File: src/rtl/pipe_adder.sv
`default_nettype none
//==============================================================================
// Module      : pipe_adder
// Description : Pipelined WIDTH-bit ripple-carry adder, one SW-bit slice per
//               stage, valid/ready handshake with whole-pipeline stall.
//               Optional subtract mode enabled by defining PIPE_ADDER_SUB_EN.
// Revision    : 1.0 - initial release
//==============================================================================
module pipe_adder #(
    parameter int WIDTH  = 32,
    parameter int STAGES = 4
) (
    input  logic             clk,
    input  logic             reset,
    input  logic             in_valid,
    output logic             in_ready,
    input  logic [WIDTH-1:0] a,
    input  logic [WIDTH-1:0] b,
    input  logic             ci,
`ifdef PIPE_ADDER_SUB_EN
    input  logic             sub,
`endif
    output logic             out_valid,
    input  logic             out_ready,
    output logic [WIDTH-1:0] sum,
    output logic             co,
    output logic             ovf
);

    localparam int c_SW = WIDTH / STAGES;

    logic             w_en;
    logic             r_in_valid;
    logic [WIDTH-1:0] r_in_a;
    logic [WIDTH-1:0] r_in_b;
    logic             r_in_carry;
`ifdef PIPE_ADDER_SUB_EN
    logic             r_in_sub;
`endif

    // A held result freezes every register in the block, including capture.
    assign w_en     = !(out_valid && !out_ready);
    assign in_ready = w_en;

    always_ff @(posedge clk or posedge reset) begin
        if (reset) begin
            r_in_valid <= 1'b0;
            r_in_a     <= '0;
            r_in_b     <= '0;
            r_in_carry <= 1'b0;
`ifdef PIPE_ADDER_SUB_EN
            r_in_sub   <= 1'b0;
`endif
        end else if (w_en) begin
            r_in_valid <= in_valid;
            r_in_a     <= a;
            r_in_b     <= b;
`ifdef PIPE_ADDER_SUB_EN
            r_in_sub   <= sub;
            r_in_carry <= sub | ci;
`else
            r_in_carry <= ci;
`endif
        end
    end

    for (genvar k = 0; k < STAGES; k++) begin : g_stage
        // Operand bits still unconsumed when entering stage k.
        localparam int c_REM = (STAGES - k) * c_SW;

        logic [c_REM-1:0]      w_a;
        logic [c_REM-1:0]      w_b;
        logic                  w_cin;
        logic                  w_vin;
        logic [c_SW-1:0]       w_b_slice;
        logic [c_SW:0]         w_slice;
        logic [(k+1)*c_SW-1:0] w_sum_next;
        logic [(k+1)*c_SW-1:0] r_sum;
        logic                  r_carry;
        logic                  r_valid;
`ifdef PIPE_ADDER_SUB_EN
        logic                  w_sub;
`endif

        if (k == 0) begin : g_first
            assign w_a        = r_in_a;
            assign w_b        = r_in_b;
            assign w_cin      = r_in_carry;
            assign w_vin      = r_in_valid;
            assign w_sum_next = w_slice[c_SW-1:0];
`ifdef PIPE_ADDER_SUB_EN
            assign w_sub      = r_in_sub;
`endif
        end else begin : g_next
            assign w_a        = g_stage[k-1].g_skew.r_a;
            assign w_b        = g_stage[k-1].g_skew.r_b;
            assign w_cin      = g_stage[k-1].r_carry;
            assign w_vin      = g_stage[k-1].r_valid;
            assign w_sum_next = {w_slice[c_SW-1:0], g_stage[k-1].r_sum};
`ifdef PIPE_ADDER_SUB_EN
            assign w_sub      = g_stage[k-1].g_skew.r_sub;
`endif
        end

`ifdef PIPE_ADDER_SUB_EN
        assign w_b_slice = w_b[c_SW-1:0] ^ {c_SW{w_sub}};
`else
        assign w_b_slice = w_b[c_SW-1:0];
`endif
        assign w_slice = {1'b0, w_a[c_SW-1:0]} + {1'b0, w_b_slice}
                       + {{c_SW{1'b0}}, w_cin};

        always_ff @(posedge clk or posedge reset) begin
            if (reset) begin
                r_valid <= 1'b0;
                r_carry <= 1'b0;
                r_sum   <= '0;
            end else if (w_en) begin
                r_valid <= w_vin;
                r_carry <= w_slice[c_SW];
                r_sum   <= w_sum_next;
            end
        end

        if (k < STAGES - 1) begin : g_skew
            logic [c_REM-c_SW-1:0] r_a;
            logic [c_REM-c_SW-1:0] r_b;
`ifdef PIPE_ADDER_SUB_EN
            logic                  r_sub;
`endif
            always_ff @(posedge clk or posedge reset) begin
                if (reset) begin
                    r_a   <= '0;
                    r_b   <= '0;
`ifdef PIPE_ADDER_SUB_EN
                    r_sub <= 1'b0;
`endif
                end else if (w_en) begin
                    r_a   <= w_a[c_REM-1:c_SW];
                    r_b   <= w_b[c_REM-1:c_SW];
`ifdef PIPE_ADDER_SUB_EN
                    r_sub <= w_sub;
`endif
                end
            end
        end else begin : g_last
            logic r_ovf;
            // Carry into the MSB is recovered as sum ^ a ^ b at that bit.
            always_ff @(posedge clk or posedge reset) begin
                if (reset) begin
                    r_ovf <= 1'b0;
                end else if (w_en) begin
                    r_ovf <= (w_slice[c_SW-1] ^ w_a[c_SW-1] ^ w_b_slice[c_SW-1])
                           ^ w_slice[c_SW];
                end
            end
        end
    end

    assign out_valid = g_stage[STAGES-1].r_valid;
    assign sum       = g_stage[STAGES-1].r_sum;
    assign co        = g_stage[STAGES-1].r_carry;
    assign ovf       = g_stage[STAGES-1].g_last.r_ovf;

endmodule
`default_nettype wire

File: config.mk
export PLATFORM = sky130hd
export DESIGN_NAME = pipe_adder
export DESIGN_NICKNAME = d
export VERILOG_FILES = /design/src/rtl/pipe_adder.sv
export SDC_FILE = /design/constraint.sdc
export NUM_CORES = 1
export LEC_CHECK = 0
export CAP_MARGIN = 20
export CORE_ASPECT_RATIO = 0.5
export CORE_MARGIN = 2
export CORE_UTILIZATION = 60
export DETAILED_ROUTE_END_ITERATION = 16
export GPL_TIMING_DRIVEN = 0
export PLACE_DENSITY = 0.83
export RECOVER_POWER = 100
export SYNTH_ARGS = -nofsm -noshare
export SYNTH_HDL_FRONTEND = slang
export SYNTH_SLANG_ARGS = --single-unit
export TNS_END_PERCENT = 50
File: constraint.sdc
create_clock -name clk -period 19.37 [get_ports clk]
set_input_delay 2.9055 -clock clk [delete_from_list [all_inputs] [get_ports clk]]
set_output_delay 2.9055 -clock clk [all_outputs]
set_load 0.02 [all_outputs]
==> impl_summary.md <==
Clock network
After clock tree synthesis, the clock-pin slew on the worst setup and hold paths is 0.07 ns. The clock passes through at most 3 buffers. The number of resized instances in the post-cts repair step is 0. The number of buffers added to fix hold violations after cts is 0. The clock latency reported for the late side of the worst-skew pair is 0.51 ns. Once the clock tree was built, the setup fixing pass inserted 0 buffers. CTS placed an instance of sky130_fd_sc_hd__clkbuf_16 at the clock tree root. TritonCTS built the clock tree. The depth of the CTS H-tree is 1. CTS saw 251 sinks.

TritonCTS created 23 clock buffers.

Detailed routing
The routed layout has 8294 vias. The detailed-router iteration count before antenna repair is 6. The number of nets with antenna violations after detailed routing is 0.

The total wirelength of the detailed-routed design is 25.1 mm. After detailed routing, the number of remaining DRC violations is 0. The detailed router finished its first iteration with 589 violations. The average wire per cell in the routed design is 16.2 um. After detailed routing, the number of vias per cell comes to 5.33.

Global routing
Summed over all layers, the global routing overflow is 0. The first global-routing pass estimated 41.1 mm of wire. The via count of the first global-routing pass came to 8233. Across every metal layer, demand over resource in global routing totals 0.281. Entering global routing, the biggest net connects 138 pins. The number of antenna violations at the first check in global routing is 0.

Timing
The final period demand of the worst path is 8.40 ns. Dividing the final minimum period by the clock period gives 0.434. The number of setup violations in the final report is 0. The maximum operating frequency is 0.119 GHz. After routing, the total negative slack on setup checks comes to 0 ns. At the pin with the least slew margin, the transition time is 4.91 ns. The clock arrives with 0.0123 ns of skew. Headroom to the max-slew limit came out at -2.29. The final-report hold violation count is 0. Setup repair after global routing left no endpoint under its margin.

The number of slew-limit violations in the final report came to 115.

Synth
The cell count after synthesis came out at 1175. The share of synthesized area occupied by flip-flops and latches is 0.597. The number of flip-flops and latches in the synthesized netlist is 251.

The Yosys step of the flow raised 0 warnings. Of the post-synthesis cell area, the part taken by muxes is 0.00286. The number of different library cells in the post-synthesis netlist is 36.

For this run, the leading register cell type out of synthesis is sky130_fd_sc_hd__dfrtp_1. After synthesis, the mean cell area works out to 8.95 um2. The synthesized-area fraction occupied by xor and xnor cells is 0.0174. The share of synthesized cell area in full adder, half adder and majority cells is 0.0486.

The area of the mapped netlist is 10500 um2. Of the total synthesized cell area, the portion taken by AND, OR, NAND and NOR gates is 0.262. After synthesis, the largest family of logic cells by area is simple AND/OR/NAND/NOR gates. After synthesis, the share of flip-flops with an asynchronous set or reset is 1.00. The fraction of the mapped netlist area in compound gates came to 0.0445. The number of enable flip-flop cells after synthesis is 0. The number of nets produced by synthesis is 1280.

Min path
The worst hold path begins at sum[23]$_DFFE_PP0N_. The hold-critical path endpoint is sum[23]$_DFFE_PP0N_. The number of instances on the worst hold path is 2.

The worst hold path class is flop to flop.

Power and ir drop
The worst-case IR drop observed on VDD is 83.2 uV. The design draws 2.22 mW. The analysis attributes to net switching a power of 850 uW. The internal portion of the total power is 1.37 mW. The total power per unit cell area is 175 nW/um2. The cell leakage power is 6.52 nW.

The switching power share of the total is 0.383. The share of total power dissipated in sequential elements is 0.410. The share of total power dissipated in the clock network is 0.216. Of the total power, combinational logic draws 0.374.

Critical path
The critical path data required time is 16.46 ns. For flop-to-flop paths, the worst setup slack is 16.70 ns. The critical-path maximum fanout is 10. The startpoint identified for the worst register-to-register timing path is out_valid$_DFFE_PP0N_. Counting cells, the worst reg-to-reg path comes to 6.

STA classifies the critical path startpoint as a primary input. Data arrives at the worst endpoint at 5.49 ns. The worst setup path is captured at a primary output. The worst register-to-register path ends at g_stage[2].r_carry$_DFFE_PP0N_.

By startpoint and endpoint, the worst setup path is classified as primary input to primary output.

Flow run
The count of max-cap constraint violations is 1.

Cells and area
The multi-input combinational cell area is 3950 um2. At the end of the flow, the number of nets in the layout was 1410. Of the cells placed in the final design, the portion with a size suffix greater than 1 is 0.0363. The number of antenna diodes in the final layout is 0. The most frequent standard cell in the layout excluding fill and tap cells is sky130_fd_sc_hd__nand2_1. The layout has 1266 filler cells. The area taken by flip-flops and latches is 6280 um2.

From synthesis to final layout, the design area changed by 20.6%. In the layout the commonest cells are 657 x sky130_fd_sc_hd__nand2_1, 251 x sky130_fd_sc_hd__dfrtp_1, 66 x sky130_fd_sc_hd__clkdlybuf4s50_1. The finished cells cover 12700 um2.

Floorplanning
The die covers 18700 um2. The vertical extent of the die is 97.6 um. The total area inside the core boundary comes to 17300 um2.

The die width is 191 um. The initial cell density of the core is 0.609. After floorplanning, the core was divided into 34 placement rows. During I/O placement, the number of pins put on the boundary was 105.

Placed design
Once placement finished, the instance area stood at 11900 um2. The weighted congestion at the end of routability-driven global placement is 0.860. The total half-perimeter wirelength after legalization and detailed placement is 17.9 mm. The count of input and output buffers is 104.

Run status
The flow ran to the end, but the final reports show violations. The checks that failed: max-capacitance violations, max-slew violations.
synth_stat cells, types with 2 or more instances:
master / number / area share
sky130_fd_sc_hd__nor3b_1: 6 / 0.0043
sky130_fd_sc_hd__mux2i_1: 3 / 0.0029
sky130_fd_sc_hd__dfrtp_1: 251 / 0.60
sky130_fd_sc_hd__nor2_1: 25 / 0.0089
sky130_fd_sc_hd__clkbuf_1: 45 / 0.016
sky130_fd_sc_hd__inv_1: 18 / 0.0064
sky130_fd_sc_hd__buf_2: 5 / 0.0024
sky130_fd_sc_hd__ha_1: 28 / 0.033
sky130_fd_sc_hd__a21o_1: 4 / 0.0029
sky130_fd_sc_hd__o22ai_1: 4 / 0.0024
sky130_fd_sc_hd__o31ai_1: 3 / 0.0021
sky130_fd_sc_hd__nand2b_1: 8 / 0.0048
sky130_fd_sc_hd__nor3_1: 2 / 0.00095
sky130_fd_sc_hd__fa_1: 8 / 0.015
sky130_fd_sc_hd__or2_2: 3 / 0.0018
sky130_fd_sc_hd__buf_1: 6 / 0.0021
sky130_fd_sc_hd__a21oi_1: 31 / 0.015
sky130_fd_sc_hd__a21oi_2: 2 / 0.0017
sky130_fd_sc_hd__a21boi_1: 2 / 0.0014
sky130_fd_sc_hd__a211o_1: 3 / 0.0025
sky130_fd_sc_hd__a21boi_0: 2 / 0.0014
sky130_fd_sc_hd__o21ai_0: 23 / 0.011
sky130_fd_sc_hd__nor2b_1: 4 / 0.0024
sky130_fd_sc_hd__a221o_1: 2 / 0.0019
sky130_fd_sc_hd__xor2_1: 9 / 0.0075
sky130_fd_sc_hd__nand2_1: 657 / 0.23
sky130_fd_sc_hd__nor4b_1: 3 / 0.0025
sky130_fd_sc_hd__xnor2_1: 10 / 0.0083
cells by family after synthesis:
kind of cell	Yosys count
multiplexers	3
buffers and inverters	75
flip-flops	251
XOR/XNOR	20
AO/OA/AOI/OAI	79
AND/OR/NAND/NOR	711
adder cells (fa/ha/maj)	36
state kept, by name, indices dropped and copies added (netlist names), 3 cells and up:
signal / cells
g_stage.g_skew.r_a: 48
g_stage.g_skew.r_b: 48
g_stage.r_carry: 3
g_stage.r_sum: 48
g_stage.r_valid: 3
g_stage.w_a: 32
g_stage.w_b: 32
sum: 32
area by class of cell:
class,instances,share of cell area
buffer,56,0.0166
clock buffer,30,0.0522
clock inverter,11,0.0113
inverter,19,0.00573
multi-input combinational,849,0.311
sequential,251,0.496
tap,234,0.0231
timing repair buffer,105,0.0843
power groups by stage:
stage | clock (mW) | sequential (mW) | combinational, mW
after floorplan | 0 | 0.905 | 0.537
after global placement | 0 | 0.903 | 0.787
after detailed placement | 0 | 0.912 | 0.831
after CTS | 0.482 | 0.906 | 0.844
after global routing | 0.503 | 0.932 | 0.932
final | 0.479 | 0.910 | 0.831
worst max-delay path by stage:
| stage | to | slack (ns) | from | cells after the start |
|---|---|---|---|---|
| final | in_ready | 10.97 | out_ready | 6 |
| after global routing | in_ready | 10.92 | out_ready | 6 |
| after CTS | in_ready | 11.16 | out_ready | 6 |
| after detailed placement | in_ready | 11.17 | out_ready | 6 |
| after global placement | sum[26]$_DFFE_PP0N_ | 6.90 | reset | 2 |
| after floorplan | co$_DFFE_PP0N_ | 9.56 | reset | 1 |
stage by stage:
stage                util  setup WS (ns)  std cells  hold WS [ns]
finish              0.734          10.97       1555         0.461
global route        0.734          10.92       1555         0.485
CTS                 0.735          11.16       1555         0.470
detailed placement  0.688          11.17       1514         0.455
global placement    0.686           6.90       1513         0.446
floorplan               -           9.56       1175         0.430
routing by layer:
layer,GRT usage,up-vias,share of wire
met5,0,-,0
met4,0.0592,0,0.016
met3,0.0430,41,0.080
met2,0.443,271,0.45
met1,0.417,4062,0.45
li1,-,3920,-
worst max-delay path: stages:
cell	delay, ns
sky130_fd_sc_hd__dlygate4sd3_1	0.53
sky130_fd_sc_hd__nor2b_1	0.09
sky130_fd_sc_hd__clkinv_1	0.12
sky130_fd_sc_hd__clkbuf_1	0.60
sky130_fd_sc_hd__clkbuf_1	0.50
sky130_fd_sc_hd__dlygate4sd3_1	0.75
No activity file was read; power rests on OpenSTA's default activity.
